==> config.mk <==
export PLATFORM = sky130hd
export DESIGN_NAME = gpu_command_decoder_flat
export DESIGN_NICKNAME = d
export VERILOG_FILES = /design/src/rtl/gpu_command_decoder_if.sv /design/src/rtl/gpu_command_decoder.sv /design/src/flat_wrapper.sv
export SDC_FILE = /design/constraint.sdc
export NUM_CORES = 1
export LEC_CHECK = 0
export CORE_AREA = 4 4 192 194
export CTS_BUF_LIST = sky130_fd_sc_hd__clkbuf_4 sky130_fd_sc_hd__clkbuf_8
export CTS_CLUSTER_DIAMETER = 100
export DETAILED_ROUTE_END_ITERATION = 8
export DIE_AREA = 0 0 196 198
export HOLD_SLACK_MARGIN = 0.03
export PLACE_DENSITY = 0.66
export SLEW_MARGIN = 10
export SYNTH_ARGS = -nofsm -noshare
export SYNTH_HDL_FRONTEND = slang
export SYNTH_SLANG_ARGS = --single-unit
==> constraint.sdc <==
create_clock -name clk -period 6.3 [get_ports clk]
set_input_delay 1.575 -clock clk [delete_from_list [all_inputs] [get_ports clk]]
set_output_delay 1.575 -clock clk [all_outputs]
set_load 0.02 [all_outputs]
==> src/rtl/gpu_command_decoder_if.sv <==
// Command and instruction buses of the GPU command decoder.
// The master modport is the command source and rasteriser side.
// The slave modport is the decoder itself.
interface gpu_command_decoder_if #(
   parameter int WIDTH_BITS   = 10,
   parameter int HEIGHT_BITS  = 9,
   parameter int CHANNEL_BITS = 8,
   parameter int PARAM_BITS   = 28,
   parameter int FIFO_DEPTH   = 4
);
   logic                            cmd_valid_i;
   logic                            cmd_ready_o;
   logic [3:0]                      opcode_i;
   logic [PARAM_BITS-1:0]           parameters_i;
   logic                            instr_valid_o;
   logic                            instr_ready_i;
   logic [3:0]                      opcode_o;
   logic [WIDTH_BITS-1:0]           x1_o;
   logic [WIDTH_BITS-1:0]           x2_o;
   logic [WIDTH_BITS-1:0]           rad_o;
   logic [HEIGHT_BITS-1:0]          y1_o;
   logic [HEIGHT_BITS-1:0]          y2_o;
   logic [2:0]                      oct_o;
   logic [CHANNEL_BITS-1:0]         r_o;
   logic [CHANNEL_BITS-1:0]         g_o;
   logic [CHANNEL_BITS-1:0]         b_o;
   logic                            illegal_o;
   logic [$clog2(FIFO_DEPTH):0]     fifo_count_o;

   modport master (
      output cmd_valid_i, opcode_i, parameters_i, instr_ready_i,
      input  cmd_ready_o, instr_valid_o, opcode_o, x1_o, x2_o, rad_o,
             y1_o, y2_o, oct_o, r_o, g_o, b_o, illegal_o, fifo_count_o
   );

   modport slave (
      input  cmd_valid_i, opcode_i, parameters_i, instr_ready_i,
      output cmd_ready_o, instr_valid_o, opcode_o, x1_o, x2_o, rad_o,
             y1_o, y2_o, oct_o, r_o, g_o, b_o, illegal_o, fifo_count_o
   );
endinterface

==> src/rtl/gpu_command_decoder.sv <==
// GPU command decoder: shadow registers for vertices, radius, octant and
// colour, plus a first-word-fall-through instruction FIFO for the rasteriser.
// Optional macro GPU_DECODER_CLIP_EN clamps set_xy coordinates to the screen.
module gpu_command_decoder #(
   parameter int WIDTH_BITS   = 10,
   parameter int HEIGHT_BITS  = 9,
   parameter int CHANNEL_BITS = 8,
   parameter int PARAM_BITS   = 28,
   parameter int FIFO_DEPTH   = 4,
   parameter int SCREEN_W     = 640,
   parameter int SCREEN_H     = 480
) (
   input logic clk,
   input logic rst,
   gpu_command_decoder_if.slave bus
);
   localparam int PTR_BITS = $clog2(FIFO_DEPTH);
   localparam int CNT_BITS = PTR_BITS + 1;
   localparam int C        = CHANNEL_BITS;

`ifdef GPU_DECODER_CLIP_EN
   localparam bit CLIP_EN = 1'b1;
`else
   localparam bit CLIP_EN = 1'b0;
`endif

   localparam logic [WIDTH_BITS-1:0]  X_MAX = WIDTH_BITS'(SCREEN_W - 1);
   localparam logic [HEIGHT_BITS-1:0] Y_MAX = HEIGHT_BITS'(SCREEN_H - 1);

   typedef struct packed {
      logic [3:0]              opcode;
      logic [WIDTH_BITS-1:0]   x1;
      logic [HEIGHT_BITS-1:0]  y1;
      logic [WIDTH_BITS-1:0]   x2;
      logic [HEIGHT_BITS-1:0]  y2;
      logic [WIDTH_BITS-1:0]   rad;
      logic [2:0]              oct;
      logic [C-1:0]            r;
      logic [C-1:0]            g;
      logic [C-1:0]            b;
   } entry_t;

   logic [WIDTH_BITS-1:0]  x1_q, x2_q, rad_q;
   logic [HEIGHT_BITS-1:0] y1_q, y2_q;
   logic [2:0]             oct_q;
   logic [C-1:0]           r_q, g_q, b_q;
   logic                   illegal_q;

   entry_t                 fifo_mem [FIFO_DEPTH];
   logic [PTR_BITS-1:0]    wr_ptr, rd_ptr;
   logic [CNT_BITS-1:0]    count;

   logic                   accept, push, pop;
   logic                   is_soft, is_draw, is_fill, is_illegal;
   logic [WIDTH_BITS-1:0]  p_x, clip_x;
   logic [HEIGHT_BITS-1:0] p_y, clip_y;
   logic [C-1:0]           p_r, p_g, p_b;
   logic [2:0]             p_oct;
   entry_t                 new_entry, head;
   logic                   unused_param_bits;

   assign bus.cmd_ready_o   = (count != CNT_BITS'(FIFO_DEPTH));
   assign bus.instr_valid_o = (count != '0);
   assign accept            = bus.cmd_valid_i && bus.cmd_ready_o;

   assign is_soft    = (bus.opcode_i == 4'h0);
   assign is_draw    = (bus.opcode_i >= 4'h4) && (bus.opcode_i <= 4'h7);
   assign is_fill    = (bus.opcode_i == 4'h8);
   assign is_illegal = (bus.opcode_i >= 4'h9);

   assign push = accept && (is_draw || is_fill);
   assign pop  = bus.instr_ready_i && bus.instr_valid_o;

   assign p_x   = bus.parameters_i[WIDTH_BITS-1:0];
   assign p_y   = bus.parameters_i[WIDTH_BITS+HEIGHT_BITS-1:WIDTH_BITS];
   assign p_b   = bus.parameters_i[C-1:0];
   assign p_g   = bus.parameters_i[2*C-1:C];
   assign p_r   = bus.parameters_i[3*C-1:2*C];
   assign p_oct = bus.parameters_i[3*C+2:3*C];

   assign clip_x = (CLIP_EN && (p_x > X_MAX)) ? X_MAX : p_x;
   assign clip_y = (CLIP_EN && (p_y > Y_MAX)) ? Y_MAX : p_y;

   assign unused_param_bits = ^bus.parameters_i;

   // Build the FIFO entry: current shadow state, overridden by a draw's new colour/octant
   always_comb begin
      new_entry        = '0;
      new_entry.opcode = bus.opcode_i;
      new_entry.x1     = x1_q;
      new_entry.y1     = y1_q;
      new_entry.x2     = x2_q;
      new_entry.y2     = y2_q;
      new_entry.rad    = rad_q;
      new_entry.oct    = oct_q;
      new_entry.r      = r_q;
      new_entry.g      = g_q;
      new_entry.b      = b_q;
      if (is_draw) begin
         new_entry.r = p_r;
         new_entry.g = p_g;
         new_entry.b = p_b;
         if (bus.opcode_i == 4'h7) begin
            new_entry.oct = p_oct;
         end
      end
   end

   // Shadow registers and the one-cycle illegal-opcode pulse
   always_ff @(posedge clk or posedge rst) begin
      if (rst) begin
         x1_q      <= '0;
         y1_q      <= '0;
         x2_q      <= '0;
         y2_q      <= '0;
         rad_q     <= '0;
         oct_q     <= '0;
         r_q       <= '0;
         g_q       <= '0;
         b_q       <= '0;
         illegal_q <= 1'b0;
      end else begin
         illegal_q <= accept && is_illegal;
         if (accept) begin
            case (bus.opcode_i)
               4'h0: begin
                  x1_q  <= '0;
                  y1_q  <= '0;
                  x2_q  <= '0;
                  y2_q  <= '0;
                  rad_q <= '0;
                  oct_q <= '0;
                  r_q   <= '0;
                  g_q   <= '0;
                  b_q   <= '0;
               end
               4'h1: begin
                  x1_q <= clip_x;
                  y1_q <= clip_y;
               end
               4'h2: begin
                  x2_q <= clip_x;
                  y2_q <= clip_y;
               end
               4'h3: rad_q <= p_x;
               4'h4, 4'h5, 4'h6: begin
                  r_q <= p_r;
                  g_q <= p_g;
                  b_q <= p_b;
               end
               4'h7: begin
                  r_q   <= p_r;
                  g_q   <= p_g;
                  b_q   <= p_b;
                  oct_q <= p_oct;
               end
               default: ;
            endcase
         end
      end
   end

   // FIFO pointers and occupancy; a soft reset flushes and discards any same-cycle pop
   always_ff @(posedge clk or posedge rst) begin
      if (rst) begin
         wr_ptr <= '0;
         rd_ptr <= '0;
         count  <= '0;
      end else if (accept && is_soft) begin
         wr_ptr <= '0;
         rd_ptr <= '0;
         count  <= '0;
      end else begin
         if (push) begin
            wr_ptr <= wr_ptr + PTR_BITS'(1);
         end
         if (pop) begin
            rd_ptr <= rd_ptr + PTR_BITS'(1);
         end
         if (push && !pop) begin
            count <= count + CNT_BITS'(1);
         end else if (pop && !push) begin
            count <= count - CNT_BITS'(1);
         end
      end
   end

   // FIFO storage; contents only matter once the count marks them valid
   always_ff @(posedge clk) begin
      if (push) begin
         fifo_mem[wr_ptr] <= new_entry;
      end
   end

   assign head = bus.instr_valid_o ? fifo_mem[rd_ptr] : '0;

   assign bus.opcode_o     = head.opcode;
   assign bus.x1_o         = head.x1;
   assign bus.y1_o         = head.y1;
   assign bus.x2_o         = head.x2;
   assign bus.y2_o         = head.y2;
   assign bus.rad_o        = head.rad;
   assign bus.oct_o        = head.oct;
   assign bus.r_o          = head.r;
   assign bus.g_o          = head.g;
   assign bus.b_o          = head.b;
   assign bus.illegal_o    = illegal_q;
   assign bus.fifo_count_o = count;
endmodule

==> src/flat_wrapper.sv <==
// flat-port wrapper written by rule: the top's interface ports become plain ports
module gpu_command_decoder_flat 
#(
   parameter int WIDTH_BITS   = 10,
   parameter int HEIGHT_BITS  = 9,
   parameter int CHANNEL_BITS = 8,
   parameter int PARAM_BITS   = 28,
   parameter int FIFO_DEPTH   = 4,
   parameter int SCREEN_W     = 640,
   parameter int SCREEN_H     = 480
)
  (clk, rst, bus_cmd_valid_i, bus_opcode_i, bus_parameters_i, bus_instr_ready_i, bus_cmd_ready_o, bus_instr_valid_o, bus_opcode_o, bus_x1_o, bus_x2_o, bus_rad_o, bus_y1_o, bus_y2_o, bus_oct_o, bus_r_o, bus_g_o, bus_b_o, bus_illegal_o, bus_fifo_count_o);
  gpu_command_decoder_if #(.WIDTH_BITS(WIDTH_BITS), .HEIGHT_BITS(HEIGHT_BITS), .CHANNEL_BITS(CHANNEL_BITS), .PARAM_BITS(PARAM_BITS), .FIFO_DEPTH(FIFO_DEPTH)) bus_i ();
  input logic clk;
  input logic rst;
  input wire logic [$bits(bus_i.cmd_valid_i)-1:0] bus_cmd_valid_i;
  input wire logic [$bits(bus_i.opcode_i)-1:0] bus_opcode_i;
  input wire logic [$bits(bus_i.parameters_i)-1:0] bus_parameters_i;
  input wire logic [$bits(bus_i.instr_ready_i)-1:0] bus_instr_ready_i;
  output wire logic [$bits(bus_i.cmd_ready_o)-1:0] bus_cmd_ready_o;
  output wire logic [$bits(bus_i.instr_valid_o)-1:0] bus_instr_valid_o;
  output wire logic [$bits(bus_i.opcode_o)-1:0] bus_opcode_o;
  output wire logic [$bits(bus_i.x1_o)-1:0] bus_x1_o;
  output wire logic [$bits(bus_i.x2_o)-1:0] bus_x2_o;
  output wire logic [$bits(bus_i.rad_o)-1:0] bus_rad_o;
  output wire logic [$bits(bus_i.y1_o)-1:0] bus_y1_o;
  output wire logic [$bits(bus_i.y2_o)-1:0] bus_y2_o;
  output wire logic [$bits(bus_i.oct_o)-1:0] bus_oct_o;
  output wire logic [$bits(bus_i.r_o)-1:0] bus_r_o;
  output wire logic [$bits(bus_i.g_o)-1:0] bus_g_o;
  output wire logic [$bits(bus_i.b_o)-1:0] bus_b_o;
  output wire logic [$bits(bus_i.illegal_o)-1:0] bus_illegal_o;
  output wire logic [$bits(bus_i.fifo_count_o)-1:0] bus_fifo_count_o;
  assign bus_i.cmd_valid_i = bus_cmd_valid_i;
  assign bus_i.opcode_i = bus_opcode_i;
  assign bus_i.parameters_i = bus_parameters_i;
  assign bus_i.instr_ready_i = bus_instr_ready_i;
  assign bus_cmd_ready_o = bus_i.cmd_ready_o;
  assign bus_instr_valid_o = bus_i.instr_valid_o;
  assign bus_opcode_o = bus_i.opcode_o;
  assign bus_x1_o = bus_i.x1_o;
  assign bus_x2_o = bus_i.x2_o;
  assign bus_rad_o = bus_i.rad_o;
  assign bus_y1_o = bus_i.y1_o;
  assign bus_y2_o = bus_i.y2_o;
  assign bus_oct_o = bus_i.oct_o;
  assign bus_r_o = bus_i.r_o;
  assign bus_g_o = bus_i.g_o;
  assign bus_b_o = bus_i.b_o;
  assign bus_illegal_o = bus_i.illegal_o;
  assign bus_fifo_count_o = bus_i.fifo_count_o;
  gpu_command_decoder #(.WIDTH_BITS(WIDTH_BITS), .HEIGHT_BITS(HEIGHT_BITS), .CHANNEL_BITS(CHANNEL_BITS), .PARAM_BITS(PARAM_BITS), .FIFO_DEPTH(FIFO_DEPTH), .SCREEN_W(SCREEN_W), .SCREEN_H(SCREEN_H)) u_core (.clk(clk), .rst(rst), .bus(bus_i));
endmodule
### Word-level counts from Yosys, hierarchy flattened

Memory sizes are Yosys's and may differ from the RTL's.
Index checks and enable logic that the tools add are counted.

* RAM bits: 316
* register bits: 83
* memories: 1
* output and inout bits: 85
* memory bits (read-only): 0
* latch bits: 0

* order comparisons: 3
* multiplexer cells: 21
* shift operators: 0
* reductions and logical operators: 27
* div/mod/pow operators: 0
* eq/ne operators: 9
* add/subtract/negate cells: 4
* multiply operators: 0
* bitwise logic cells: 0

Memory list
* u_core.fifo_mem: depth 4, width 79, rd ports 1, clocked after memory_dff 0, wr ports 1, RTL line gpu_command_decoder.sv:49 `entry_t fifo_mem [FIFO_DEPTH];`

Operator list (number)
* 2-to-1 mux 79 bit: 1
* case mux 10 bit (2 select lines): 3
* case mux 8 bit (2 select lines): 3
* case mux 9 bit (2 select lines): 2
* 2-to-1 mux 27 bit: 1
* equality test 4 x 3 -> 1 bit (second input constant): 4
* nonzero test 2 bit: 7
* 2-to-1 mux 3 bit: 4
* AND reduction 2 bit: 5
* equality test 4 x 2 -> 1 bit (second input constant): 2
* logical AND 1 bit: 8
* 2-to-1 mux 2 bit: 4
* case mux 3 bit (2 select lines): 1
* nonzero test 3 bit: 2
* adder 2 x 1 -> 2 bit (second input constant): 2
* equality test 4 x 1 -> 1 bit (second input constant): 1
* equality test 4 bit (second input constant): 1
* greater-or-equal comparator 4 x 3 -> 1 bit (second input constant): 1
* greater-or-equal comparator 4 bit (second input constant): 1
* less-or-equal comparator 4 x 3 -> 1 bit (second input constant): 1
* zero test 4 bit: 1
* OR reduction 4 bit: 1
* adder 3 x 1 -> 3 bit (second input constant): 1
* inequality test 3 bit (second input constant): 1
* other kinds (4): 6

### Logic depth before layout (Yosys ltp)

Gate-level depths: netlist of the first run.

* word-level depth: 9
* mapped depth: 11
* mapped depth without buffers: 10

### Least setup slack after synthesis of the first run

Ideal clock, no wire load.

* path kind: input-to-reg
* start: input bus_opcode_i[2]
* end: memory u_core.fifo_mem[0][0] (netlist bit), enable pin
* setup time: 446 ps
* stages: 6
* path slack: 1683 ps
* arrival: 4171 ps
* data required time: 5854 ps
* cell sequence: buf_6 > nor2b_1 > clkbuf_1 > a21oi_1 > nor2_1 > and2_1

* word-level cells in the longest chain between the ends: 6
* elaborated cells between the ends (all ways): 8
* classes of those cells: 2 x order compare; 1 x eq/ne; 2 x mux; 3 x reduce/logical

RTL lines
* start: declaration: RTL line flat_wrapper.sv:17 `input wire logic [$bits(bus_i.opcode_i)-1:0] bus_opcode_i;`
* greater-or-equal comparator 4 x 3 -> 1 bit / less-or-equal comparator 4 x 3 -> 1 bit (equally long branches): RTL line gpu_command_decoder.sv:67 `assign is_draw = (bus.opcode_i >= 4'h4) && (bus.opcode_i <= 4'h7);`
* logical AND 1 bit: RTL line gpu_command_decoder.sv:67
* logical OR 1 bit *: RTL line gpu_command_decoder.sv:71 `assign push = accept && (is_draw || is_fill);`
* logical AND 1 bit *: RTL line gpu_command_decoder.sv:71
* 2-to-1 mux 1 bit *: RTL line gpu_command_decoder.sv:190 `if (push) begin`
* 2-to-1 mux 1 bit (implied by the code) *: RTL line gpu_command_decoder.sv:191 `fifo_mem[wr_ptr] <= new_entry;`
* end: declaration: RTL line gpu_command_decoder.sv:49

Every way passes the cells marked *; elsewhere a longest branch is shown, timed or not.

### Final worst setup path of the first run

* start: register u_core.rd_ptr[0]
* end: output bus_x2_o[0]

* word-level cells in the longest chain between the ends: 2

RTL lines
* start: declaration: RTL line gpu_command_decoder.sv:50 `logic [PTR_BITS-1:0] wr_ptr, rd_ptr;`
* start signal: assignment: RTL line gpu_command_decoder.sv:178 `rd_ptr <= rd_ptr + PTR_BITS'(1);`
* memory read (4 x 79 bit)
* 2-to-1 mux 79 bit: RTL line gpu_command_decoder.sv:195 `assign head = bus.instr_valid_o ? fifo_mem[rd_ptr] : '0;`
* end: declaration: RTL line flat_wrapper.sv:24 `output wire logic [$bits(bus_i.x2_o)-1:0] bus_x2_o;`

Every way passes these cells.

==> impl_metrics.env, run 1 <==
export IMPL_cp_end_kind="primary output"
export IMPL_drt_first_pass_iters=5
export IMPL_final_max_slew_viol_count=0
export IMPL_drcViolationCount=0
export IMPL_ys_types=35
export IMPL_r2r_start="u_core.bus.fifo_count_o[0]"
export IMPL_min_period_ns=4.86
export IMPL_ys_flop_type="edfxtp_1"
export IMPL_cts_sinks=399
export IMPL_pwr_density_cell_nw_per_um2=461
export IMPL_via_count=8094
export IMPL_ir_drop_mv=0.344
export IMPL_h_tree_depth=2
export IMPL_grt_first_pass_wirelength_um=51600
export IMPL_crit_arrival_ns=3.29
export IMPL_ios=121
export IMPL_ys_ff_latch=399
export IMPL_worstMarginPinSlew_ns=1.20
export IMPL_fillers=2859
export IMPL_rsz0062_at_grt="no"
export IMPL_ant_nets=0
export IMPL_syn2layout_area_growth_pct=19.0
export IMPL_viasPerCell=5.35
export IMPL_skew_ns=0.0110
export IMPL_io_buffer_count=119
export IMPL_clk_latency_ns=0.59
export IMPL_synth_top_area_share_pct=60.6
export IMPL_clock_path_buffers=3
export IMPL_cts_hold_buffers=0
export IMPL_nNetsFinal=1043
export IMPL_hpwl_um=19800
export IMPL_synth_top_area_cell="edfxtp_1"
export IMPL_syn_cell_area_um2=15700
export IMPL_initial_core_util_pct=44.5
export IMPL_synth_common_cells="316 x edfxtp_1, 85 x and2_1, 83 x dfrtp_1"
export IMPL_cts_buffers=60
export IMPL_critPathLaunch="u_core.rd_ptr[0]"
export IMPL_leakagePower_nw=6.57
export IMPL_cts_tree="built"
export IMPL_rr_worst_depth=8
export IMPL_die_w_um=196
export IMPL_ys_seq_area_share_pct=73.9
export IMPL_synth_edf_count=316
export IMPL_slew_headroom_pct=19.5
export IMPL_ys_warn_count=0
export IMPL_post_route_util_pct=52.9
export IMPL_r2r_setup_slack_ns=3.49
export IMPL_drt_wl_total_um=34100
export IMPL_die_h_um=198
export IMPL_diodes=0
export IMPL_syn_area_per_cell_um2=18.4
export IMPL_maxCapViolCount=0
export IMPL_drive_gt1_share_pct=24.1
export IMPL_finalSetupTns_ns=0
export IMPL_grt_max_degree=76
export IMPL_grt_usage_pct=17.6
export IMPL_ctsRootBufferMaster="clkbuf_8"
export IMPL_cp_data_required_time_ns=4.72
export IMPL_r2r_end="u_core.bus.fifo_count_o[2]"
export IMPL_max_freq_ghz=0.206
export IMPL_setup_violations=0
export IMPL_postPlaceCellArea_um2=17400
export IMPL_grt_antenna_before_repair=1
export IMPL_worstSetupEndpoint="bus_x2_o[0]"
export IMPL_fp_coreArea_um2=35200
export IMPL_outcome="finished clean"
export IMPL_fin_crit_sh_pct=77.2
export IMPL_dieArea_um2=38800
export IMPL_synth_most_common_cell="edfxtp_1"
export IMPL_cp_max_fo=56
export IMPL_globalplace_congestion=0.736
export IMPL_detail_route_wl_per_cell_um=22.6
export IMPL_final_cell_area_um2=18600
export IMPL_synth_async_reset_ratio_pct=20.8
export IMPL_cp_start_kind="register"
export IMPL_finalPower_mw=8.59
export IMPL_post_cts_resized=0
export IMPL_rows=69
export IMPL_hold_viol_final=0
export IMPL_clkTransAtPathRegs_ns=0.06
export IMPL_drt_iter0_drc=593
export IMPL_postCtsSetupRepairBufs=0
export IMPL_critPathKind="register to primary output"
export IMPL_netlist_instances=851
export IMPL_grt_overflow=0
export IMPL_hold_class="register to register"
export IMPL_synth_area_top_cells="edfxtp_1 61%, dfrtp_1 13%, mux4_2 11%, and2_1 3.4%, a22o_1 2.1%"
export IMPL_grt_pass1_vias=8429
export IMPL_synth_nets=893
## power by group
part / switching, mW / internal, mW / total [mW]
clock: 0.936 / 1.21 / 2.14
combinational: 1.42 / 1.46 / 2.88
sequential: 0.287 / 3.29 / 3.57
total: 2.64 / 5.95 / 8.59
## cell families after synthesis
kind of cell / count (synthesis) / synth area share [%]
buffers and inverters: 55 / 1.77
AND/OR/NAND/NOR: 196 / 6.51
adder cells (fa/ha/maj): 6 / 0.527
flip-flops: 399 / 73.9
multiplexers: 108 / 13.4
AO/OA/AOI/OAI: 83 / 3.65
XOR/XNOR: 4 / 0.224
## final cells by class
| type | count | area, µm² | area share [%] |
|---|---|---|---|
| flip-flops and latches | 399 | 11600 | 62.1 |
| clock inverters | 4 | 25.0 | 0.134 |
| multi-input cells | 397 | 3830 | 20.6 |
| well taps | 461 | 577 | 3.10 |
| repair buffers | 137 | 1380 | 7.39 |
| clock buffers | 108 | 1220 | 6.57 |
| inverters | 6 | 23.8 | 0.128 |
## through the flow
step	cells	worst slack [ns]	hold slack, ns
floorplan	851	1.68	0.461
global placement	1400	1.37	0.478
detailed placement	1400	1.36	0.478
CTS	1512	1.34	0.498
global route	1512	1.23	0.507
finish	1512	1.44	0.496
## sequential cells by signal (all words and copies together) (netlist names)
| name | flops |
|---|---|
| u_core.fifo_mem | 316 |
| u_core.bus.fifo_count_o | 3 |
| u_core.bus.illegal_o | 1 |
| u_core.g_q | 8 |
| u_core.rd_ptr | 2 |
| u_core.wr_ptr | 2 |
| u_core.y2_q | 9 |
| u_core.y1_q | 9 |
| u_core.x2_q | 10 |
| u_core.oct_q | 3 |
| u_core.b_q | 8 |
| u_core.r_q | 8 |
| u_core.x1_q | 10 |
| u_core.rad_q | 10 |
## worst max-delay path, cell delays in order (launching register included)
cell and delay [ns]:
dfrtp_4 0.80, buf_12 0.47, mux4_2 0.57, and2_1 0.24, clkdlybuf4s50_1 0.56
## worst min path at each step
stage | start | slack [ns] | depth (start not counted) | end
after CTS | u_core.r_q[1] | 0.50 | 1 | u_core.r_q[1]
after global placement | u_core.oct_q[0] | 0.48 | 1 | u_core.oct_q[0]
after floorplan | u_core.oct_q[0] | 0.46 | 1 | u_core.oct_q[0]
after global routing | u_core.b_q[2] | 0.51 | 1 | u_core.b_q[2]
after detailed placement | u_core.r_q[0] | 0.48 | 1 | u_core.r_q[0]
final | u_core.r_q[1] | 0.50 | 1 | u_core.r_q[1]
## placed cells by master, fill, tap and decap left out, types with 2 or more instances in the layout
cell	Yosys	routed
buf_12	0	4
mux2_2	28	28
and2_4	0	4
ha_1	5	5
o21ai_1	37	37
nand3_1	3	3
clkbuf_8	0	66
edfxtp_1	316	316
or3_1	5	4
inv_1	5	4
o21ai_0	2	2
buf_4	0	14
nor2_1	11	11
clkbuf_4	0	42
and2_1	85	81
a21oi_1	2	2
dfrtp_1	83	81
mux4_2	79	79
nand2_1	81	81
dfrtp_4	0	2
clkdlybuf4s50_1	0	119
clkinv_2	0	2
xor2_1	4	4
a22o_1	37	37
o21ai_2	2	2
## layer usage
| layer | part of all wire [%] | global-route usage (%) | routed length, µm |
|---|---|---|---|
| met2 | 49 | 28.7 | 16900 |
| met1 | 43 | 25.0 | 14800 |
| met4 | 1.8 | 4.45 | 622 |
| met5 | 0 | 0 | 0 |
| met3 | 5.4 | 3.16 | 1830 |
No activity file was read; power rests on OpenSTA's default activity.
==> run 2, diff against run 1 <==
Clock period 6.3 ns to 4.5 ns, I/O delays scaled along.
==> impl_metrics.env, run 2 (synthesis gave the netlist of run 1 again) <==
export IMPL_outcome="finished clean"
export IMPL_ctsRootBufferMaster="clkbuf_8"
export IMPL_largest_register_ffs=316
export IMPL_hold_viol_final=0
export IMPL_drt_iter0_drc=597
export IMPL_critPathLaunch="u_core.rd_ptr[0]"
export IMPL_globalplace_congestion=0.745
export IMPL_cp_num_cells=4
export IMPL_viasPerCell=5.34
export IMPL_dieArea_um2=38800
export IMPL_fillers=2849
export IMPL_cts_hold_buffers=0
export IMPL_maxCapViolCount=0
export IMPL_post_cts_resized=0
export IMPL_h_tree_depth=2
export IMPL_grt_overflow=0
export IMPL_cp_end_kind="primary output"
export IMPL_cp_data_required_time_ns=3.38
export IMPL_detail_route_wl_per_cell_um=22.5
export IMPL_worstMarginPinSlew_ns=0.660
export IMPL_min_period_ns=4.08
export IMPL_cp_start_kind="register"
export IMPL_fin_crit_sh_pct=90.7
export IMPL_r2r_start="u_core.bus.fifo_count_o[0]"
export IMPL_initial_core_util_pct=44.5
export IMPL_final_max_slew_viol_count=0
export IMPL_syn2layout_area_growth_pct=21.0
export IMPL_path_cells="buf_12 > mux4_2 > and2_1 > clkdlybuf4s50_1"
export IMPL_critPathKind="register to primary output"
export IMPL_final_cell_area_um2=18900
export IMPL_io_buffer_count=119
export IMPL_cts_sinks=399
export IMPL_grt_usage_pct=17.9
export IMPL_leakagePower_nw=6.71
export IMPL_setup_violations=0
export IMPL_nNetsFinal=1058
export IMPL_r2r_setup_slack_ns=1.87
export IMPL_drcViolationCount=0
export IMPL_clk_latency_ns=0.61
export IMPL_hpwl_um=21100
export IMPL_r2r_end="u_core.bus.fifo_count_o[2]"
export IMPL_worstSetupEndpoint="bus_x2_o[0]"
export IMPL_max_freq_ghz=0.245
export IMPL_skew_ns=0.0217
export IMPL_slew_headroom_pct=55.6
export IMPL_hold_start="u_core.oct_q[2]"
export IMPL_cp_max_fo=37
export IMPL_grt_antenna_before_repair=1
export IMPL_rr_worst_depth=8
export IMPL_ios=121
export IMPL_layout_commonest_cell="edfxtp_1"
export IMPL_via_count=8181
export IMPL_cts_buffers=61
export IMPL_finalSetupTns_ns=0
export IMPL_crit_arrival_ns=2.96
export IMPL_clkTransAtPathRegs_ns=0.06
export IMPL_drive_gt1_share_pct=24.7
export IMPL_die_w_um=196
export IMPL_pwr_density_cell_nw_per_um2=653
export IMPL_clock_path_buffers=3
export IMPL_grt_first_pass_wirelength_um=52700
export IMPL_hold_class="register to register"
export IMPL_path_delay_family="buffers and inverters"
export IMPL_drt_wl_total_um=34500
export IMPL_crit_path_top_delay_cell="dfrtp_4"
export IMPL_dp_cells=1414
export IMPL_ir_drop_mv=0.389
export IMPL_rows=69
export IMPL_fp_coreArea_um2=35200
export IMPL_cts_tree="built"
export IMPL_regMostFlops="u_core.fifo_mem"
export IMPL_drt_first_pass_iters=5
export IMPL_grt_max_degree=42
export IMPL_rsz0062_at_grt="no"
export IMPL_max_stage_delay_ns=0.61
export IMPL_most_common_layout_cells="316 x edfxtp_1, 119 x clkdlybuf4s50_1, 81 x nand2_1, 81 x and2_1, 81 x dfrtp_1"
export IMPL_grt_pass1_vias=8504
export IMPL_path_buf_inv=2
export IMPL_postCtsSetupRepairBufs=0
export IMPL_die_h_um=198
export IMPL_finalNonFillerCells=1531
export IMPL_ant_nets=0
export IMPL_postPlaceCellArea_um2=17600
## run 2: area by class of cell
cell class | instances | area (µm²) | share of cell area, %
clock buffers | 98 | 1220 | 6.46
repair buffers | 151 | 1540 | 8.15
diodes | 1 | 2.50 | 0.0132
flip-flops and latches | 399 | 11600 | 61.1
well taps | 461 | 577 | 3.05
multi-input cells | 397 | 3830 | 20.2
clock inverters | 18 | 165 | 0.872
inverters | 6 | 23.8 | 0.126
## run 2: power by group
part	switching (mW)	total [mW]	internal, mW
Clock	1.35	3.25	1.90
Sequential	0.346	4.95	4.60
Combinational	2.08	4.17	2.09
Total	3.77	12.4	8.59
## run 2: per-layer routing
| layer | GRT usage, % | part of all wire (%) | up-vias |
|---|---|---|---|
| met3 | 3.47 | 5.7 | 48 |
| li1 | - | - | 3642 |
| met2 | 28.9 | 49 | 235 |
| met5 | 0 | 0 | - |
| met4 | 4.34 | 1.8 | 0 |
| met1 | 25.5 | 43 | 4256 |
## run 2: worst min path at each step
stage                                  to  slack, ns  cells after the start
after floorplan           u_core.oct_q[0]       0.46                      1
final                     u_core.oct_q[2]       0.50                      1
after global routing        u_core.g_q[0]       0.51                      1
after global placement      u_core.b_q[4]       0.48                      1
after CTS                   u_core.b_q[2]       0.50                      1
after detailed placement  u_core.oct_q[1]       0.48                      1
## run 2: through the flow
| stage | hold WS (ns) | util (%) | total power [mW] | setup WS (ns) |
|---|---|---|---|---|
| final | 0.497 | 53.8 | 12.4 | 0.418 |
| after global routing | 0.511 | 53.8 | 13.0 | 0.266 |
| after CTS | 0.499 | 53.8 | 12.5 | 0.349 |
| after detailed placement | 0.477 | 49.8 | 9.27 | 0.705 |
| after global placement | 0.478 | 49.8 | 9.21 | 0.691 |
| after floorplan | 0.461 | - | 7.41 | 0.333 |
==> run 3, diff against run 2 <==
Settings changed: CTS_BUF_LIST sky130_fd_sc_hd__clkbuf_4 sky130_fd_sc_hd__clkbuf_8 to not set, GPL_TIMING_DRIVEN set to 0, SETUP_SLACK_MARGIN set to 0.02.
==> impl_metrics.env, run 3 (synthesis gave the netlist of run 1 again) <==
export IMPL_path_cells="clkbuf_1 > clkbuf_1 > mux4_2 > and2_1 > clkdlybuf4s50_1"
export IMPL_hpwl_um=21700
export IMPL_holdWs_ns=0.493
export IMPL_clock_path_buffers=3
export IMPL_crit_arrival_ns=3.20
export IMPL_drcViolationCount=0
export IMPL_largest_register_ffs=316
export IMPL_clkTransAtPathRegs_ns=0.06
export IMPL_nNetsFinal=1058
export IMPL_most_common_layout_cells="316 x edfxtp_1, 119 x clkdlybuf4s50_1, 83 x dfrtp_1"
export IMPL_ios=121
export IMPL_ir_drop_mv=0.414
export IMPL_regMostFlops="u_core.fifo_mem"
export IMPL_cp_data_required_time_ns=3.38
export IMPL_grt_pass1_vias=8513
export IMPL_slew_headroom_pct=27.3
export IMPL_dieArea_um2=38800
export IMPL_drt_first_pass_iters=5
export IMPL_rsz0062_at_grt="no"
export IMPL_ctsRootBufferMaster="clkbuf_16"
export IMPL_grt_max_degree=54
export IMPL_pwr_density_cell_nw_per_um2=650
export IMPL_drt_iter0_drc=620
export IMPL_outcome="finished clean"
export IMPL_leakagePower_nw=6.60
export IMPL_grt_first_pass_wirelength_um=51500
export IMPL_viasPerCell=5.44
export IMPL_die_w_um=196
export IMPL_syn2layout_area_growth_pct=20.4
export IMPL_max_freq_ghz=0.231
export IMPL_clk_latency_ns=0.55
export IMPL_ant_nets=0
export IMPL_cts_sinks=399
export IMPL_cts_buffers=41
export IMPL_grt_overflow=0
export IMPL_final_max_slew_viol_count=0
export IMPL_critPathKind="register to primary output"
export IMPL_die_h_um=198
export IMPL_path_buf_inv=3
export IMPL_fillers=2801
export IMPL_diodes=0
export IMPL_hold_viol_final=0
export IMPL_min_period_ns=4.32
export IMPL_layout_commonest_cell="edfxtp_1"
export IMPL_cp_start_kind="register"
export IMPL_initial_core_util_pct=44.5
export IMPL_detail_route_wl_per_cell_um=22.5
export IMPL_h_tree_depth=2
export IMPL_path_delay_family="buffers and inverters"
export IMPL_max_stage_delay_ns=0.61
export IMPL_crit_path_top_delay_cell="clkbuf_1"
export IMPL_rows=69
export IMPL_postCtsSetupRepairBufs=0
export IMPL_drive_gt1_share_pct=19.7
export IMPL_crit_top_cell="clkbuf_1"
export IMPL_hold_class="register to register"
export IMPL_post_route_util_pct=53.5
export IMPL_maxCapViolCount=0
export IMPL_cts_tree="built"
export IMPL_cp_max_fo=10
export IMPL_fin_crit_sh_pct=96.0
export IMPL_cp_end_kind="primary output"
export IMPL_fp_coreArea_um2=35200
export IMPL_grt_usage_pct=17.5
export IMPL_worstMarginPinSlew_ns=1.08
export IMPL_io_buffer_count=119
export IMPL_setup_violations=0
export IMPL_globalplace_congestion=0.769
export IMPL_via_count=8210
export IMPL_grt_antenna_before_repair=1
export IMPL_drt_wl_total_um=34000
export IMPL_skew_ns=0.0207
[run 3: final cells by class]
cell class	instances	area [µm²]	area share, %
Buffer	47	248	1.31
Clock buffer	60	1160	6.14
Clock inverter	16	109	0.578
Inverter	6	25.0	0.133
Multi-Input combinational cell	397	3830	20.3
Sequential cell	399	11600	61.4
Tap cell	461	577	3.06
Timing Repair Buffer	124	1330	7.05
[run 3: power by group]
group	switching [mW]	internal, mW
combinational	2.14	2.07
clock	1.36	1.80
sequential	0.285	4.59
total	3.79	8.46
[run 3: repair_timing]
action,in CTS,in global routing
endpoints found under the setup margin,39,6
gates resized for setup,1,0
hold buffers,0,0
[run 3: metrics by stage]
step	cells	TNS, ns	total power, mW	setup WS (ns)	cell area (µm²)
final	1510	0	12.3	0.179	18800
after global routing	1510	0	12.8	0.0217	18800
after floorplan	851	0	7.41	0.333	15700
after CTS	1511	0	12.4	0.0809	18800
after global placement	1431	-688.61	9.19	-2.11	17400
after detailed placement	1436	0	9.24	0.311	17600
[run 3: final timing paths]
kind | end | slack [ns] | startpoint | cells after the start
min in group asynchronous | u_core.x2_q[2] | 0.97 | rst | 2
setup / recovery | bus_b_o[5] | 0.18 | u_core.rd_ptr[1] | 5
setup reg to reg | u_core.bus.fifo_count_o[2] | 1.73 | u_core.bus.fifo_count_o[0] | 8
hold reg to reg | u_core.g_q[2] | 0.49 | u_core.g_q[2] | 1
hold / removal | u_core.g_q[2] | 0.49 | u_core.g_q[2] | 1
max in group asynchronous | u_core.rd_ptr[1] | 2.87 | rst | 3
[run 3: per-layer routing]
metal | routed length [µm] | vias to the layer above | track usage [%]
met5 | 0 | - | 0
met4 | 511 | 0 | 3.98
met3 | 2240 | 37 | 3.47
met2 | 16600 | 270 | 28.5
met1 | 14700 | 4270 | 24.8
li1 | - | 3633 | -
==> RTL change, RTL diff (flow settings as in run 2) <==
Build with the macro `GPU_DECODER_CLIP_EN` defined.
--- a/src/rtl/gpu_command_decoder.sv
+++ b/src/rtl/gpu_command_decoder.sv
@@ -1,6 +1,8 @@
 // GPU command decoder: shadow registers for vertices, radius, octant and
 // colour, plus a first-word-fall-through instruction FIFO for the rasteriser.
 // Optional macro GPU_DECODER_CLIP_EN clamps set_xy coordinates to the screen.
+`define GPU_DECODER_CLIP_EN
+
 module gpu_command_decoder #(
    parameter int WIDTH_BITS   = 10,
    parameter int HEIGHT_BITS  = 9,
Check against the original RTL: not equivalent (Yosys sat finds a counterexample within 4 cycles, from zero or initial values and one cycle with rst high).
==> RTL change against run 2 <==
Final area up 2.2%; area after synthesis is 2.5% higher; clock skew shrank 0.0099 ns; setup slack better by 0.048 ns; total power is essentially flat; clock power increased by 2%; wire length up 2.8%; critical path type unchanged; sequential cell count stayed put; largest cell class unchanged.
==> RTL change: results (changes against run 2) <==
* Met3 Wirelength at 2150 um (+8.6%)
* Worst Hold End: u_core.b_q[2]
* Final HPWL DP at 21,800 um (+3.1%)
* Synthesized netlist net count at 963 (+7.8%)
* Worst r2r src: u_core.bus.fifo_count_o[0]
* Iteration-0 DRC Markers at 628 (+5.2%)
* Post-synth EDFFs at 316 (unchanged)
* Antenna diodes at 0 (-1)
* Worst Hold Launch: u_core.b_q[2]
* Inverters at 25 (+19)
* Port Buf Inserts at 119 (unchanged)
* Later-pin clock latency in the skew report at 0.60 ns
* Register area share after synthesis at 0.720 (-0.0184)
* R2r worst-path depth at 5 (-3)
* P_leak at 0.00700 uW (+4.3%)
* Largest cells by area after synthesis: edfxtp_1 (59%), dfrtp_1 (13%), mux4_2 (11%), and2_1 (3.7%), nand2_1 (2.1%)
* Largest net degree at the start of global routing at 59 (+40%)
* Filler cells at 2,818 (-1.1%)
* M1 WL at 15,100 um (+0.94%)
* Ys async rst share at 0.208 (unchanged)
* Met3 usage at 0.0332 (-0.00153)
* Top reg by flops: u_core.fifo_mem
* Clock buf count at 83 (-15%)
* Crit-path max FO at 17 (-54%)
* Grt met2 use at 0.306 (+0.0168)
* Share of layout cells above drive strength 1 at 0.216 (-0.0306)
* Vias in the first global route at 9,030 (+6.2%)
* Signal buffers at 150 (-0.66%)
* Worst reg-to-reg setup slack at 1.84 ns (-0.03 ns)
* Commonest cells post-synth: edfxtp_1 (316), and2_1 (94), nand2_1 (91)
* RePlAce Congestion at 0.747 (+0.27%)
* Multi-input logic area at 4170 um^2 (+8.8%)
* Clock skew at 0.0119 ns (-0.00989 ns)
* Buffer share of cell area at 0.0800 (-0.00146)
* Slew @ Worst Pin at 0.861 ns (+0.201 ns)
* Seq area share at 0.598 (-0.0129)
* Outcome: completed
* Cell variety after synth at 49 (+40%)
* Multi-In Gates at 438 (+10%)
* Synthesis warning total at 0 (unchanged)
* Fin nets at 1,117 (+5.6%)
* GR Layer Usage met1 at 0.250 (-0.00415)
* Worst Path Arrival at 2.91 ns (-0.05 ns)
* Wire length on met2 at 17,600 um (+4.3%)
* Max cap viols at 0 (unchanged)
* Clock-cell share at 0.0717 (-0.00161)
* Peak VDD IR at 0.419 mV (+7.5%)
* Vias at 8,639 (+5.6%)
* Clk buf depth at 3 (unchanged)
* Max reg flops at 316 (unchanged)
* Seq cells at 399 (unchanged)
* GRT Util Overall at 0.182 (+0.00305)
* Initial antenna violation count at 0 (-1)
* Min Hold Slack at 0.502 ns (+0.00432 ns)
* FF-to-FF End: u_core.x1_q[8]
* Final wirelength at 35,500 um (+2.8%)
* First-pass GRT wire length at 54,100 um (+2.8%)
* Post-CTS Resized at 0 (unchanged)
-- RTL change: changes by cell type after synthesis, moves of 9 or more --
cell      change
mux2i_1      +14
clkbuf_1     +15
o21ai_1      -37
o21ai_0       +9
a22o_1       -12
nand2_1      +10
and2_1        +9
inv_1        +20
a211o_1      +10
mux2_2       -12
-- RTL change: cells by family after synthesis --
family,after synthesis,share of synthesized area
flops,399,0.720
simple gates,235,0.0783
mux,111,0.132
buf+inv,84,0.0216
compound gates,82,0.0404
fa+ha+maj,6,0.00514
xor+xnor,4,0.00218
-- RTL change: stage by stage --
stage / setup WS, ns / instances / cell area (um^2)
detailed placement: 0.484 / 1473 / 18000
global placement: 0.464 / 1473 / 18000
floorplan: 0.837 / 921 / 16100
CTS: 0.417 / 1589 / 19400
finish: 0.466 / 1589 / 19400
global route: 0.296 / 1589 / 19400
-- RTL change: worst max-delay path, cell delays in order (launching register included) --
cell and delay, ns:
dfrtp_1 0.39, buf_4 0.18, nor3b_4 0.63, inv_1 0.44, clkdlybuf4s50_1 0.68
-- RTL change: worst max-delay path by stage --
stage                                          start                          to  slack [ns]
after floorplan                      bus_opcode_i[2]       u_core.fifo_mem[0][0]        0.84
after global placement               bus_opcode_i[3]  u_core.bus.fifo_count_o[2]        0.46
after detailed placement             bus_opcode_i[3]  u_core.bus.fifo_count_o[2]        0.48
after CTS                           u_core.rd_ptr[0]                  bus_r_o[0]        0.42
after global routing      u_core.bus.fifo_count_o[0]             bus_cmd_ready_o        0.30
final                     u_core.bus.fifo_count_o[0]             bus_cmd_ready_o        0.47
-- RTL change: report_power, final --
part	internal, uW	total (uW)	switching, uW	leakage, uW
Combinational	2090	4130	2040	0.00235
Clock	1920	3300	1380	0.000725
Sequential	4580	4940	360	0.00392
